===== src/rtl/clock_divider_multi.sv =====
// clock_divider_multi: NUM_CH independent programmable clock dividers.
// Each channel emits a square wave (half-period = act_div cycles) and a
// one-cycle tick on every toggle. A divider loaded mid-period is held in a
// shadow register and applied only at the next wrap, so half-periods are
// never truncated.
// Optional feature macro: CLKDIV_SYNC_EN adds sync_in, which restarts every
// enabled channel from phase zero.
module clock_divider_multi #(
    parameter int NUM_CH  = 4,
    parameter int DIV_W   = 32,
    parameter int DEF_DIV = 1
) (
    input  logic                    clk_in,
    input  logic                    reset_n,
    input  logic [NUM_CH-1:0]       enable,
    input  logic [NUM_CH*DIV_W-1:0] divider,
    input  logic [NUM_CH-1:0]       load,
`ifdef CLKDIV_SYNC_EN
    input  logic                    sync_in,
`endif
    output logic [NUM_CH-1:0]       clk_out,
    output logic [NUM_CH-1:0]       tick,
    output logic [NUM_CH-1:0]       pending
);

    localparam logic [DIV_W-1:0] DEF_VAL = DIV_W'(DEF_DIV);

    // Last counter value of a half-period; a divider of 0 behaves like 1.
    function automatic logic [DIV_W-1:0] last_count(input logic [DIV_W-1:0] div);
        return (div == '0) ? '0 : div - 1'b1;
    endfunction

    logic restart;

`ifdef CLKDIV_SYNC_EN
    assign restart = sync_in;
`else
    assign restart = 1'b0;
`endif

    for (genvar ch = 0; ch < NUM_CH; ch++) begin : g_ch
        logic [DIV_W-1:0] cnt;
        logic [DIV_W-1:0] act_div;
        logic [DIV_W-1:0] shadow;
        logic [DIV_W-1:0] new_div;
        logic             clk_q;
        logic             tick_q;
        logic             pend_q;
        logic             wrap;

        assign new_div = divider[ch*DIV_W +: DIV_W];
        assign wrap    = (cnt == last_count(act_div));

        // Per-channel counter, output toggle and shadow-divider handoff.
        always_ff @(posedge clk_in or negedge reset_n) begin
            if (!reset_n) begin
                cnt     <= '0;
                act_div <= DEF_VAL;
                shadow  <= DEF_VAL;
                clk_q   <= 1'b0;
                tick_q  <= 1'b0;
                pend_q  <= 1'b0;
            end else if (!enable[ch] || restart) begin
                // Idle or phase restart: park at zero and apply any new value now.
                cnt    <= '0;
                clk_q  <= 1'b0;
                tick_q <= 1'b0;
                pend_q <= 1'b0;
                if (load[ch]) begin
                    act_div <= new_div;
                    shadow  <= new_div;
                end else if (pend_q) begin
                    act_div <= shadow;
                end
            end else if (wrap) begin
                cnt    <= '0;
                clk_q  <= ~clk_q;
                tick_q <= 1'b1;
                pend_q <= 1'b0;
                if (load[ch]) begin
                    act_div <= new_div;
                    shadow  <= new_div;
                end else if (pend_q) begin
                    act_div <= shadow;
                end
            end else begin
                cnt    <= cnt + 1'b1;
                tick_q <= 1'b0;
                if (load[ch]) begin
                    shadow <= new_div;
                    pend_q <= 1'b1;
                end
            end
        end

        assign clk_out[ch] = clk_q;
        assign tick[ch]    = tick_q;
        assign pending[ch] = pend_q;
    end

endmodule

===== config.mk =====
export PLATFORM = sky130hd
export DESIGN_NAME = clock_divider_multi
export DESIGN_NICKNAME = d
export VERILOG_FILES = /design/src/rtl/clock_divider_multi.sv
export SDC_FILE = /design/constraint.sdc
export NUM_CORES = 1
export LEC_CHECK = 0
export CAP_MARGIN = 0
export CORE_UTILIZATION = 25
export DETAILED_ROUTE_END_ITERATION = 6
export PLACE_DENSITY = 0.46
export SLEW_MARGIN = 10
export SYNTH_ARGS = -nofsm -noshare
export SYNTH_HDL_FRONTEND = slang
export SYNTH_SLANG_ARGS = --single-unit

===== constraint.sdc =====
create_clock -name clk_in -period 6.3 [get_ports clk_in]
set_clock_uncertainty 0.15 [all_clocks]
set_input_delay 1.575 -clock clk_in [delete_from_list [all_inputs] [get_ports clk_in]]
set_output_delay 1.575 -clock clk_in [all_outputs]
set_load 0.01 [all_outputs]

==> results of run 1 <==
per-layer routing:
| layer | part of all wire, % | vias to the layer above |
|---|---|---|
| li1 | - | 8236 |
| met1 | 47 | 8576 |
| met2 | 46 | 346 |
| met3 | 4.9 | 70 |
| met4 | 1.8 | 4 |
| met5 | 0.027 | - |
cell usage in the layout (no fill, tap or decap), drive strengths merged, types with 35 or more instances in the layout:
cell type / n
a21oi: 49
and3: 35
clkbuf: 63
clkdlybuf4s50: 146
dfrtp: 388
inv: 50
mux2: 262
nand2: 88
nand3: 92
nand4: 48
nor2: 226
nor3: 107
nor4: 59
o21ai: 58
or3: 35
xnor2: 132
xor2: 96
worst max-delay path: stages (launching register included):
cell,delay [ns]
dfrtp_1,0.43
or4_1,0.57
nor4_1,0.77
and3_1,0.68
a21oi_1,0.08
o32a_1,0.31
a2111oi_0,0.59
nand4_1,0.24
nor4_4,0.40
o21ai_4,0.35
mux2_1,0.44
registers in the layout, indices dropped and copies added (netlist names):
| name | count |
|---|---|
| g_ch.pend_q | 4 |
| g_ch.cnt | 128 |
| g_ch.shadow | 128 |
| g_ch.clk_q | 4 |
| g_ch.act_div | 128 |
| g_ch.tick_q | 4 |
worst paths after layout:
path | endpoint | start | cells after the start | slack, ns
setup / recovery | g_ch[1].act_div[4]$_DFFE_PN0P_ | g_ch[1].act_div[26]$_DFFE_PN0P_ | 10 | 1.15
hold / removal | g_ch[1].shadow[31]$_DFFE_PN0P_ | g_ch[1].shadow[31]$_DFFE_PN0P_ | 1 | 0.34
setup reg to reg | g_ch[1].act_div[4]$_DFFE_PN0P_ | g_ch[1].act_div[26]$_DFFE_PN0P_ | 10 | 1.15
hold reg to reg | g_ch[1].shadow[31]$_DFFE_PN0P_ | g_ch[1].shadow[31]$_DFFE_PN0P_ | 1 | 0.34
max in group asynchronous | g_ch[0].act_div[14]$_DFFE_PN0P_ | reset_n | 2 | 3.87
min in group asynchronous | g_ch[3].clk_q$_DFFE_PN0P_ | reset_n | 1 | 0.84
power breakdown:
group	internal [µW]	leakage (µW)	total [µW]	switching (µW)
logic	599	0.00431	1190	593
clock network	1690	0.000783	2830	1140
registers	2800	0.00493	3170	371
layout make-up:
type	count	area (µm²)	area share (%)
Tap cell	1165	1460	5.45
Multi-Input combinational cell	1648	11900	44.4
Timing Repair Buffer	171	1690	6.32
Antenna cell	1	2.50	0.00936
Clock inverter	23	245	0.918
Clock buffer	63	1370	5.12
Sequential cell	396	9920	37.1
Inverter	48	180	0.674
per-stage QoR:
stage	util (%)	cell area [µm²]	hold slack (ns)
2_1_floorplan	-	22600	0.317
3_3_place_gp	28.2	25100	0.327
3_5_place_dp	28.2	25100	0.332
4_1_cts	30.1	26700	0.345
5_1_grt	30.1	26700	0.350
6_report	30.1	26700	0.340
kinds of logic (layout without fill, tap and decap cells):
group                    count (synthesis)  in the layout  share of synthesized area, %
AO/OA/AOI/OAI                          264            264                          8.20
flip-flops                             396            396                          43.9
multiplexers                           282            282                          13.9
XOR/XNOR                               233            233                          9.34
adder cells (fa/ha/maj)                  8              8                         0.443
buffers and inverters                  195            305                          3.69
other                                    0              1                             0
AND/OR/NAND/NOR                        861            861                          20.5
==> summary.md, run 1 <==
| Metric | Value |
|---|---|
| Count leader, synth | dfrtp_1 |
| WS Path Type | reg -> reg |
| Largest net degree at the start of global routing | 143 |
| Pre-CTS setup slack | 1.16 ns |
| Met1 Resource Use GR | 19.2% |
| CP endpoint kind | flip-flop |
| Fin nets | 2459 |
| Via Count | 17200 |
| Final setup viols | 0 |
| Num CTS Buffers | 48 |
| Peak Freq | 0.194 GHz |
| Avg WL per Cell | 18.2 µm |
| Share of the synthesized area in the top cell type | 43.0% |
| GR Overflow Total | 0 |
| Final Hold Viols | 0 |
| Antenna violations before repair | 5 |
| Tot GR Track Use | 14.0% |
| Fin crit share | 81.8% |
| Post-DRT Antenna Nets | 0 |
| Status | finished clean |
| GR Util met2 | 22.7% |
| Synth area leader | dfrtp_1 |
| Global routing's busiest layer | met2 |
| Peak supply drop | 0.162 mV |
| Tot Pwr | 7190 µW |
| Clk_lat worst skew | 0.59 ns |
| Max Fanout on Critical Path | 32 |
| Core Footprint | 88900 µm² |
| Critical Path AT | 5.46 ns |
| Die height | 303 µm |
| Row cnt | 109 |
| Area grow syn2layout | 18.2% |
| Fraction of layout instances using a drive strength above 1 | 13.7% |
| Worst-Margin Slew | 1.16 ns |
| Yosys Warn Count | 0 |
| Met3 Resource Use GR | 2.40% |
| Hold_buf cts | 0 |
| H-tree levels | 2 |
| Post-CTS Resized | 0 |
| Max Slew Vio Count | 0 |
| Async set or reset register ratio after synthesis | 100% |
| Total nets after synthesis | 2385 |
| FILL cells | 9200 |
| Final worst slack | 1.15 ns |
| Remaining DRCs | 0 |
| Seq cells post-synth | 396 |
| Die area | 91600 µm² |
| # port buffers | 149 |
| Reg clk slew, reported paths | 0.06 ns |
| RSZ-0062 raised after global routing | no |
| Wire length of the first global-routing pass | 102000 µm |
| Final cell count without fillers | 3515 |
| Starting density of the core | 25.4% |
| DP Wirelength | 47400 µm |
| Vias/cell | 4.90 |
| Sequential element share of the synthesized area | 43.9% |
| CTS tree | built |
| First DRT Iteration DRCs | 899 |
| Post-synth EDFFs | 0 |
| Synthesized area | 22600 µm² |
| Synthesized area per cell | 10.1 µm² |
| Worst-case clock buffer depth | 3 |
| Min-Delay Path Class | reg -> reg |
| Post-synthesis cell type count | 89 |
| Sink Count | 396 |
| Chip width | 303 µm |
| Root Driver | clkbuf_16 |
| Gate Count Post-Synth | 2239 |
| Max-Cap Viols | 0 |
| Ys flop type | dfrtp_1 |
| Setup TNS | 0 ns |
| I/O pins | 150 |
| Critical path required time | 6.60 ns |
| LEAKAGE | 0.0100 µW |
| Final WL | 63900 µm |
| PwrDens | 269 nW/µm² |
| Placed Cells | 3428 |
| Crit start category | flip-flop |
| Vias in the first global route | 17600 |
| DRT Pass-1 Iters | 5 |
| # Post-CTS Setup Buffers | 0 |
| Placer congestion estimate | 0.877 |
| Fin crit period | 5.15 ns |
| Slew HR | 22.5% |
| Synth area leaders | dfrtp_1 (43%), mux2_2 (8.2%), xnor2_1 (5.1%) |
| Commonest cells post-synth | dfrtp_1 (388), nor2_1 (226), mux2_2 (165), xnor2_1 (132), clkbuf_1 (112) |
No activity file was read; power rests on OpenSTA's default activity.
==> inputs of run 2 (changes only) <==
Clock period 6.3 ns to 5 ns, I/O delays scaled along.
==> summary.md, run 2 (synthesized netlist as in run 1, its figures left out) <==
| Metric | Value |
|---|---|
| Register area | 9920 µm² |
| Vias in the first global route | 17800 |
| RR Endpoint | g_ch[2].act_div[1]$_DFFE_PN0P_ |
| Critical Path AT | 5.08 ns |
| Commonest non-fill, non-tap cells in the layout | dfrtp_1 (388), nor2_1 (226), mux2_2 (165), clkdlybuf4s50_1 (146), xnor2_1 (132) |
| Tot Pwr | 9020 µW |
| LEAKAGE | 0.0102 µW |
| Slew HR | 28.2% |
| Die area | 91600 µm² |
| FILL cells | 9180 |
| Setup TNS | 0 ns |
| Final WL | 65300 µm |
| Max Slew Vio Count | 0 |
| Status | finished clean |
| R2R depth | 13 |
| Peak supply drop | 0.211 mV |
| Tot GR Track Use | 14.1% |
| Critical Path End | g_ch[2].act_div[1]$_DFFE_PN0P_ |
| I/O pins | 150 |
| Crit start category | flip-flop |
| Chip width | 303 µm |
| Hold_buf cts | 0 |
| Remaining DRCs | 0 |
| Reg2reg start | g_ch[2].act_div[0]$_DFFE_PN1P_ |
| Critical path required time | 5.30 ns |
| Core Util, Final | 30.4% |
| Antenna violations before repair | 8 |
| # port buffers | 149 |
| Placer congestion estimate | 0.887 |
| CP endpoint kind | flip-flop |
| H-tree levels | 2 |
| Clk_lat worst skew | 0.58 ns |
| Final setup viols | 0 |
| CTS tree | built |
| Fin nets | 2501 |
| Worst-Margin Slew | 1.07 ns |
| Register-to-register path setup slack | 0.22 ns |
| Worst-case clock buffer depth | 3 |
| Max-Cap Viols | 0 |
| GR Overflow Total | 0 |
| Fraction of layout instances using a drive strength above 1 | 15.1% |
| Largest net degree at the start of global routing | 90 |
| Peak Freq | 0.209 GHz |
| Die height | 303 µm |
| DRT Pass-1 Iters | 5 |
| Min-Delay Path Class | reg -> reg |
| WS Path Type | reg -> reg |
| First DRT Iteration DRCs | 1057 |
| Crit path launch | g_ch[2].act_div[0]$_DFFE_PN1P_ |
| Vias/cell | 4.95 |
| Avg WL per Cell | 18.4 µm |
| Sink Count | 396 |
| Max Fanout on Critical Path | 16 |
| Post-DRT Antenna Nets | 0 |
| Fin crit share | 95.5% |
| Wire length of the first global-routing pass | 103000 µm |
| Fin crit period | 4.78 ns |
| Via Count | 17600 |
| Final Hold Viols | 0 |
| PwrDens | 333 nW/µm² |
| Num CTS Buffers | 47 |
| Core Footprint | 88900 µm² |
| Row cnt | 109 |
| Reg clk slew, reported paths | 0.06 ns |
| Root Driver | clkbuf_16 |
| Area grow syn2layout | 19.7% |
| RSZ-0062 raised after global routing | no |
| Starting density of the core | 25.4% |
| Most common cell after layout, fill and taps aside | dfrtp_1 |
| Regs by FF count | g_ch.act_div: 128 flops, g_ch.cnt: 128 flops, g_ch.shadow: 128 flops |
| DP Wirelength | 48000 µm |
| Multi-input gate area | 11900 µm² |
## run 2: cell types whose count changed in the layout (fill, tap and decap cells not counted), sizes merged
cell,change
buf,+41
inv,+2
bufinv,-1
o21a,+1
clkinvlp,-2
o21ai,+1
diode,+1
## run 2: final cells by class
cell class,count,area share [%]
Multi-Input combinational cell,1650,44.0
Clock inverter,22,0.828
Antenna cell,2,0.0185
Sequential cell,396,36.7
Clock buffer,63,4.90
Timing Repair Buffer,212,7.57
Inverter,48,0.666
Tap cell,1165,5.39
## run 2: worst max-delay path, cell delays in order (launching register included)
cell and delay [ns]:
dfstp_2 0.39, inv_1 0.09, ha_1 0.22, or3b_2 0.53
or3_4 0.44, nor3_4 0.26, buf_4 0.23, a21oi_1 0.05
o311ai_0 0.49, o2111ai_1 0.20, or4_1 0.53, o31ai_4 0.33
o21a_4 0.37, mux2_1 0.36
## run 2: layer usage
metal	GRT usage (%)	vias to the layer above	part of all wire (%)
met2	22.4	417	45
met1	19.4	8731	47
met5	0	-	0.090
li1	-	8343	-
met4	4.03	10	2.2
met3	2.47	98	5.1
## run 2: repair_timing
item	CTS	global route
setup buffers	0	4
setup endpoints to repair	0	93
resized for setup	0	2
## run 2: worst min-delay path by stage
stage               depth (start not counted)                             end                      startpoint
CTS                                         1  g_ch[1].shadow[20]$_DFFE_PN0P_  g_ch[1].shadow[20]$_DFFE_PN0P_
global placement                            1   g_ch[1].shadow[8]$_DFFE_PN0P_   g_ch[1].shadow[8]$_DFFE_PN0P_
global route                                1  g_ch[2].shadow[11]$_DFFE_PN0P_  g_ch[2].shadow[11]$_DFFE_PN0P_
floorplan                                   1  g_ch[1].shadow[31]$_DFFE_PN0P_  g_ch[1].shadow[31]$_DFFE_PN0P_
detailed placement                          1  g_ch[1].shadow[20]$_DFFE_PN0P_  g_ch[1].shadow[20]$_DFFE_PN0P_
finish                                      1  g_ch[2].shadow[30]$_DFFE_PN0P_  g_ch[2].shadow[30]$_DFFE_PN0P_
## run 2: power breakdown
group | switching, µW | internal (µW) | total, µW
registers | 444 | 3530 | 3970
logic | 792 | 790 | 1580
clock network | 1440 | 2030 | 3460
## run 2: through the flow
step / area (µm²) / std cells / worst slack [ns] / hold WS (ns)
6_report: 27100 / 3558 / 0.224 / 0.341
5_1_grt: 27100 / 3557 / 0.0409 / 0.355
4_1_cts: 27000 / 3550 / 0.152 / 0.344
3_5_place_dp: 25400 / 3465 / 0.175 / 0.331
3_3_place_gp: 25400 / 3465 / 0.207 / 0.326
2_1_floorplan: 22600 / 2239 / 0.583 / 0.317
==> inputs of run 3 (changes only) <==
Settings changed: SKIP_CTS_REPAIR_TIMING set to 1.
==> results of run 3 <==
Same layout as run 2: the final DEF is identical, and so are final timing and power.
